`config.mk`:
```
export PLATFORM = sky130hd
export DESIGN_NAME = mem_port_arbiter
export DESIGN_NICKNAME = d
export VERILOG_FILES = /design/src/rtl/mem_port_arbiter.sv
export SDC_FILE = /design/constraint.sdc
export NUM_CORES = 1
export LEC_CHECK = 0
export BUFFER_PORTS_ARGS = -buffer_cell sky130_fd_sc_hd__buf_2
export CAP_MARGIN = 20
export CELL_PAD_IN_SITES_DETAIL_PLACEMENT = 1
export CELL_PAD_IN_SITES_GLOBAL_PLACEMENT = 1
export CORE_ASPECT_RATIO = 2
export CORE_UTILIZATION = 35
export CTS_BUF_LIST = sky130_fd_sc_hd__clkbuf_2
export DETAILED_ROUTE_END_ITERATION = 8
export GPL_TIMING_DRIVEN = 0
export PLACE_DENSITY = 0.95
export SETUP_SLACK_MARGIN = 0.15
export SYNTH_ARGS = -nofsm -noshare
export SYNTH_HDL_FRONTEND = slang
export SYNTH_SLANG_ARGS = --single-unit
```
`constraint.sdc`:
```
create_clock -name clk -period 4.1 [get_ports clk]
set_input_delay 0.82 -clock clk [delete_from_list [all_inputs] [get_ports clk]]
set_output_delay 0.82 -clock clk [all_outputs]
set_load 0.005 [all_outputs]
```
`src/rtl/mem_port_arbiter.sv`:
```
// Two-port round-robin arbiter in front of a single-ported memory with fixed read latency.
// State | meaning:  IDLE - arbitrate | ISSUE - grant + drive memory | WAIT - read latency countdown
module mem_port_arbiter #(
  parameter int ADDR_W  = 32,
  parameter int DATA_W  = 32,
  parameter int MEM_LAT = 1
) (
  input  logic              clk,
  input  logic              resetn,
  input  logic              req0,
  input  logic              req1,
  input  logic              we0,
  input  logic              we1,
  input  logic [ADDR_W-1:0] addr0,
  input  logic [ADDR_W-1:0] addr1,
  input  logic [DATA_W-1:0] wdata0,
  input  logic [DATA_W-1:0] wdata1,
  output logic              gnt0,
  output logic              gnt1,
  output logic              rvalid0,
  output logic              rvalid1,
  output logic [DATA_W-1:0] rdata0,
  output logic [DATA_W-1:0] rdata1,
  output logic [ADDR_W-1:0] mem_addr,
  output logic [DATA_W-1:0] mem_wdata,
  output logic              mem_we,
  input  logic [DATA_W-1:0] mem_rdata,
  output logic              busy
);

  typedef enum logic [1:0] {IDLE, ISSUE, WAIT} state_e;

  state_e            state_q, state_d;
  logic              port_q, port_d;
  logic              we_q, we_d;
  logic [ADDR_W-1:0] addr_q, addr_d;
  logic [DATA_W-1:0] wdata_q, wdata_d;
  logic              prio_q, prio_d;
  logic [2:0]        cnt_q, cnt_d;
  logic              rvalid0_q, rvalid0_d;
  logic              rvalid1_q, rvalid1_d;
  logic [DATA_W-1:0] rdata0_q, rdata0_d;
  logic [DATA_W-1:0] rdata1_q, rdata1_d;
  logic              pick;

  always_comb begin
    state_d   = state_q;
    port_d    = port_q;
    we_d      = we_q;
    addr_d    = addr_q;
    wdata_d   = wdata_q;
    prio_d    = prio_q;
    cnt_d     = cnt_q;
    rvalid0_d = 1'b0;
    rvalid1_d = 1'b0;
    rdata0_d  = rdata0_q;
    rdata1_d  = rdata1_q;
    // prio_q names the port that wins a tie; a lone requester always wins
    pick      = (req0 && req1) ? prio_q : req1;
    case (state_q)
      IDLE: begin
        if (req0 || req1) begin
          port_d  = pick;
          we_d    = pick ? we1 : we0;
          addr_d  = pick ? addr1 : addr0;
          wdata_d = pick ? wdata1 : wdata0;
          prio_d  = ~pick;
          state_d = ISSUE;
        end
      end
      ISSUE: begin
        if (we_q) begin
          state_d = IDLE;
        end else begin
          cnt_d   = 3'(MEM_LAT);
          state_d = WAIT;
        end
      end
      WAIT: begin
        cnt_d = cnt_q - 3'd1;
        if (cnt_q == 3'd1) begin
          state_d = IDLE;
          if (port_q) begin
            rdata1_d  = mem_rdata;
            rvalid1_d = 1'b1;
          end else begin
            rdata0_d  = mem_rdata;
            rvalid0_d = 1'b1;
          end
        end
      end
      default: state_d = IDLE;
    endcase
  end

  always_ff @(posedge clk) begin
    if (!resetn) begin
      state_q   <= IDLE;
      port_q    <= 1'b0;
      we_q      <= 1'b0;
      addr_q    <= '0;
      wdata_q   <= '0;
      prio_q    <= 1'b0;
      cnt_q     <= 3'd0;
      rvalid0_q <= 1'b0;
      rvalid1_q <= 1'b0;
      rdata0_q  <= '0;
      rdata1_q  <= '0;
    end else begin
      state_q   <= state_d;
      port_q    <= port_d;
      we_q      <= we_d;
      addr_q    <= addr_d;
      wdata_q   <= wdata_d;
      prio_q    <= prio_d;
      cnt_q     <= cnt_d;
      rvalid0_q <= rvalid0_d;
      rvalid1_q <= rvalid1_d;
      rdata0_q  <= rdata0_d;
      rdata1_q  <= rdata1_d;
    end
  end

  // The latch registers double as the memory-side address/data, so they hold in IDLE
  assign gnt0      = (state_q == ISSUE) && !port_q;
  assign gnt1      = (state_q == ISSUE) && port_q;
  assign mem_we    = (state_q == ISSUE) && we_q;
  assign mem_addr  = addr_q;
  assign mem_wdata = wdata_q;
  assign busy      = (state_q != IDLE);
  assign rvalid0   = rvalid0_q;
  assign rvalid1   = rvalid1_q;
  assign rdata0    = rdata0_q;
  assign rdata1    = rdata1_q;

endmodule

```
==> results.yml <==
run_status:
  outcome: "finished, final reports clean"
route:
  post_drt_wl_per_cell_um: 20.7
  drtIter0Drc: 193
  drt_first_pass_iters: 5
  vias: 7291
  viasPerCell: 5.76
  remaining_drc_errors: 0
  wirelength_um: 26200
  antenna_left: 0
finish:
  instances_no_fill: 1265
  final_nets: 1212
  drive_above_1_share_pct: 33.7
  areaGrowthSynthToFinish_pct: 33.2
  post-route-cell-area_um2: 7800
  final_util_pct: 47.7
timing:
  rsz0062_at_grt: "no"
  clock_skew_ns: 0.0468
  maxSlewViolCount: 0
  setup_viol: 0
  hold_viol: 0
  finalCriticalPeriod_ns: 3.06
  period_share_pct: 74.7
  worst_slew_pin_slew_ns: 0.644
  final.setup.tns_ns: 0
  slew_headroom_pct: 57.1
  max_freq_ghz: 0.326
clock_network:
  holdBufCountCts: 0
  post_cts_buffers: 0
  clk_pin_slew_worst_paths_ns: 0.22
  cts_max_level: 4
  cts_sinks: 138
  cts_tree: "built"
  cts_buffers: 17
  clk-insertion-delay-late_ns: 0.71
  clk_path_buf_depth: 2
  root_buffer: "clkbuf_2"
  post_cts_resized: 0
synth:
  synth_top_area_cell: "dfxtp_1"
  yosys_warnings: 0
  avgSynthCellArea_um2: 8.07
  synth_cell_type_count: 28
  synth_area_um2: 5860
  ys_ff_latch: 138
  synth_cells: 726
  netlist.area_leader.share_pct: 47.1
  synthTopCellsByArea: "dfxtp_1 47%, nand3_1 11%, o21ai_0 11%"
  syn_nets: 894
  synth-seq-area-share_pct: 47.1
critical_path:
  crit_arrival_ns: 2.24
  crit_fanout: 10
  critPathKind: "reg -> out"
  critPathCaptureType: "output pin"
  crit_required_ns: 3.28
  ff2ff_setup_slack_ns: 2.28
  start_kind: "flip-flop"
power:
  internal_power_uw: 1870
  power_per_cell_area_nw_per_um2: 369
  switchingPower_uw: 1010
  cellLeakagePower_uw: 0.00327
  power_frac_clock_pct: 25.4
  switching_share_pct: 35.0
  seqPwrFrac_pct: 51.1
  power.total_uw: 2880
  peakVddDrop_v: 0.000187
  p_comb_share_pct: 23.6
floorplanning:
  core-area_um2: 16400
  rows: 66
  dieWidth_um: 93.5
  ios: 300
  die_h_um: 185
  dieArea_um2: 17300
  initial_core_util_pct: 35.8
global_route:
  grt_use_total_pct: 30.3
  grt_max_degree: 17
  grt_pass1_vias: 7704
  grt_pass1_wl_um: 39900
  gr-total-overflow: 0
  grt_antenna_before_repair: 6
placement:
  place_hpwl_um: 20500
  placed_area_um2: 7610
  io_buffers: 299
  place_congestion: 0.866
  placed_cells: 1229
flow_run:
  maxCapViolCount: 0
worst_hold_path:
  min_path_type: "in -> reg"
## registers in the layout (all words and copies together) (netlist names)
| signal | flops |
|---|---|
| rdata0 | 32 |
| mem_addr | 32 |
| rdata1 | 32 |
| cnt_q | 3 |
| rvalid0 | 1 |
| state_q | 2 |
| we_q | 1 |
| rvalid1 | 1 |
| mem_wdata | 32 |
| port_q | 1 |
| prio_q | 1 |
## worst paths after layout
check                                              from                    endpoint  cells after the start
worst max register to register  state_q[0]$_SDFFE_PN0P_  mem_wdata[10]$_SDFFE_PN0P_                      5
worst min register to register  rdata0[16]$_SDFFE_PN0P_     rdata0[16]$_SDFFE_PN0P_                      2
worst min-delay path                             resetn       cnt_q[0]$_SDFFE_PN0P_                      2
worst max-delay path                port_q$_SDFFE_PN0P_                        gnt1                      5
## through the flow
stage / hold slack (ns) / setup slack, ns
after floorplan: 0.470 / 2.29
after global placement: 0.459 / 1.78
after detailed placement: 0.466 / 1.76
after CTS: 0.251 / 0.958
after global routing: 0.258 / 0.821
final: 0.333 / 1.04
## power groups by stage
stage	logic (uW)	clock network, uW	registers (uW)
after floorplan	336	0	1500
after global placement	655	0	1490
after detailed placement	674	0	1500
after CTS	676	747	1470
after global routing	734	799	1480
final	678	730	1470
## layout make-up
cell class | instances | area [um^2]
clock buffer | 19 | 95.1
inverter | 7 | 26.3
buffer | 92 | 412
sequential | 138 | 2760
clock inverter | 11 | 82.6
timing repair buffer | 299 | 1500
tap | 204 | 255
antenna | 6 | 15.0
multi-input combinational | 489 | 2660
fill | 2174 | 8550
## cell usage in the layout, fill, tap and decap left out, types with 3 or more instances in the layout
master,Yosys,final
clkinv_2,0,6
a31oi_1,65,65
inv_1,6,6
clkbuf_1,67,67
a21oi_1,70,70
nand4_1,65,65
o21ai_1,8,8
o21ai_0,125,125
diode_2,0,6
nand3_1,130,130
buf_2,10,309
nor2_1,4,4
nand2b_1,4,4
nor3_1,3,3
buf_4,14,14
dfxtp_1,138,138
clkbuf_2,1,20
## cell families after synthesis
group	count (synthesis)	share of synthesized area (%)
AO/OA/AOI/OAI	272	24.9
AND/OR/NAND/NOR	215	20.0
flip-flops	138	47.1
buffers and inverters	99	7.47
adder cells (fa/ha/maj)	2	0.427
## critical path: stages, from the launching register on
cell      delay, ns
dfxtp_1        0.38
inv_1          0.10
clkbuf_1       0.39
clkbuf_1       0.46
nor2_1         0.09
buf_2          0.15
## synthesized netlist by cell type (all sizes together)
library cell    n
nand2           2
and4            1
a311oi          1
nand2b          4
o21a            1
nor2            6
nor4bb          1
ha              2
nor2b           1
nand4bb         1
nor4            1
a21oi          70
buf            24
nand4          65
inv             7
a211oi          1
a31oi          65
nor3            3
nand3         130
dfxtp         138
o21ai         133
o22a            1
clkbuf         68
## routing by layer
metal / wire length (um) / vias to the layer above / track usage [%] / share of wire (%)
met3: 1440 / 86 / 5.95 / 5.5
met1: 8860 / 3511 / 28.0 / 34
li1: - / 3370 / - / -
met4: 1220 / 0 / 17.6 / 4.7
met2: 14700 / 324 / 59.2 / 56
met5: 0 / - / 0 / 0
Power figures use the tool's default switching activity.
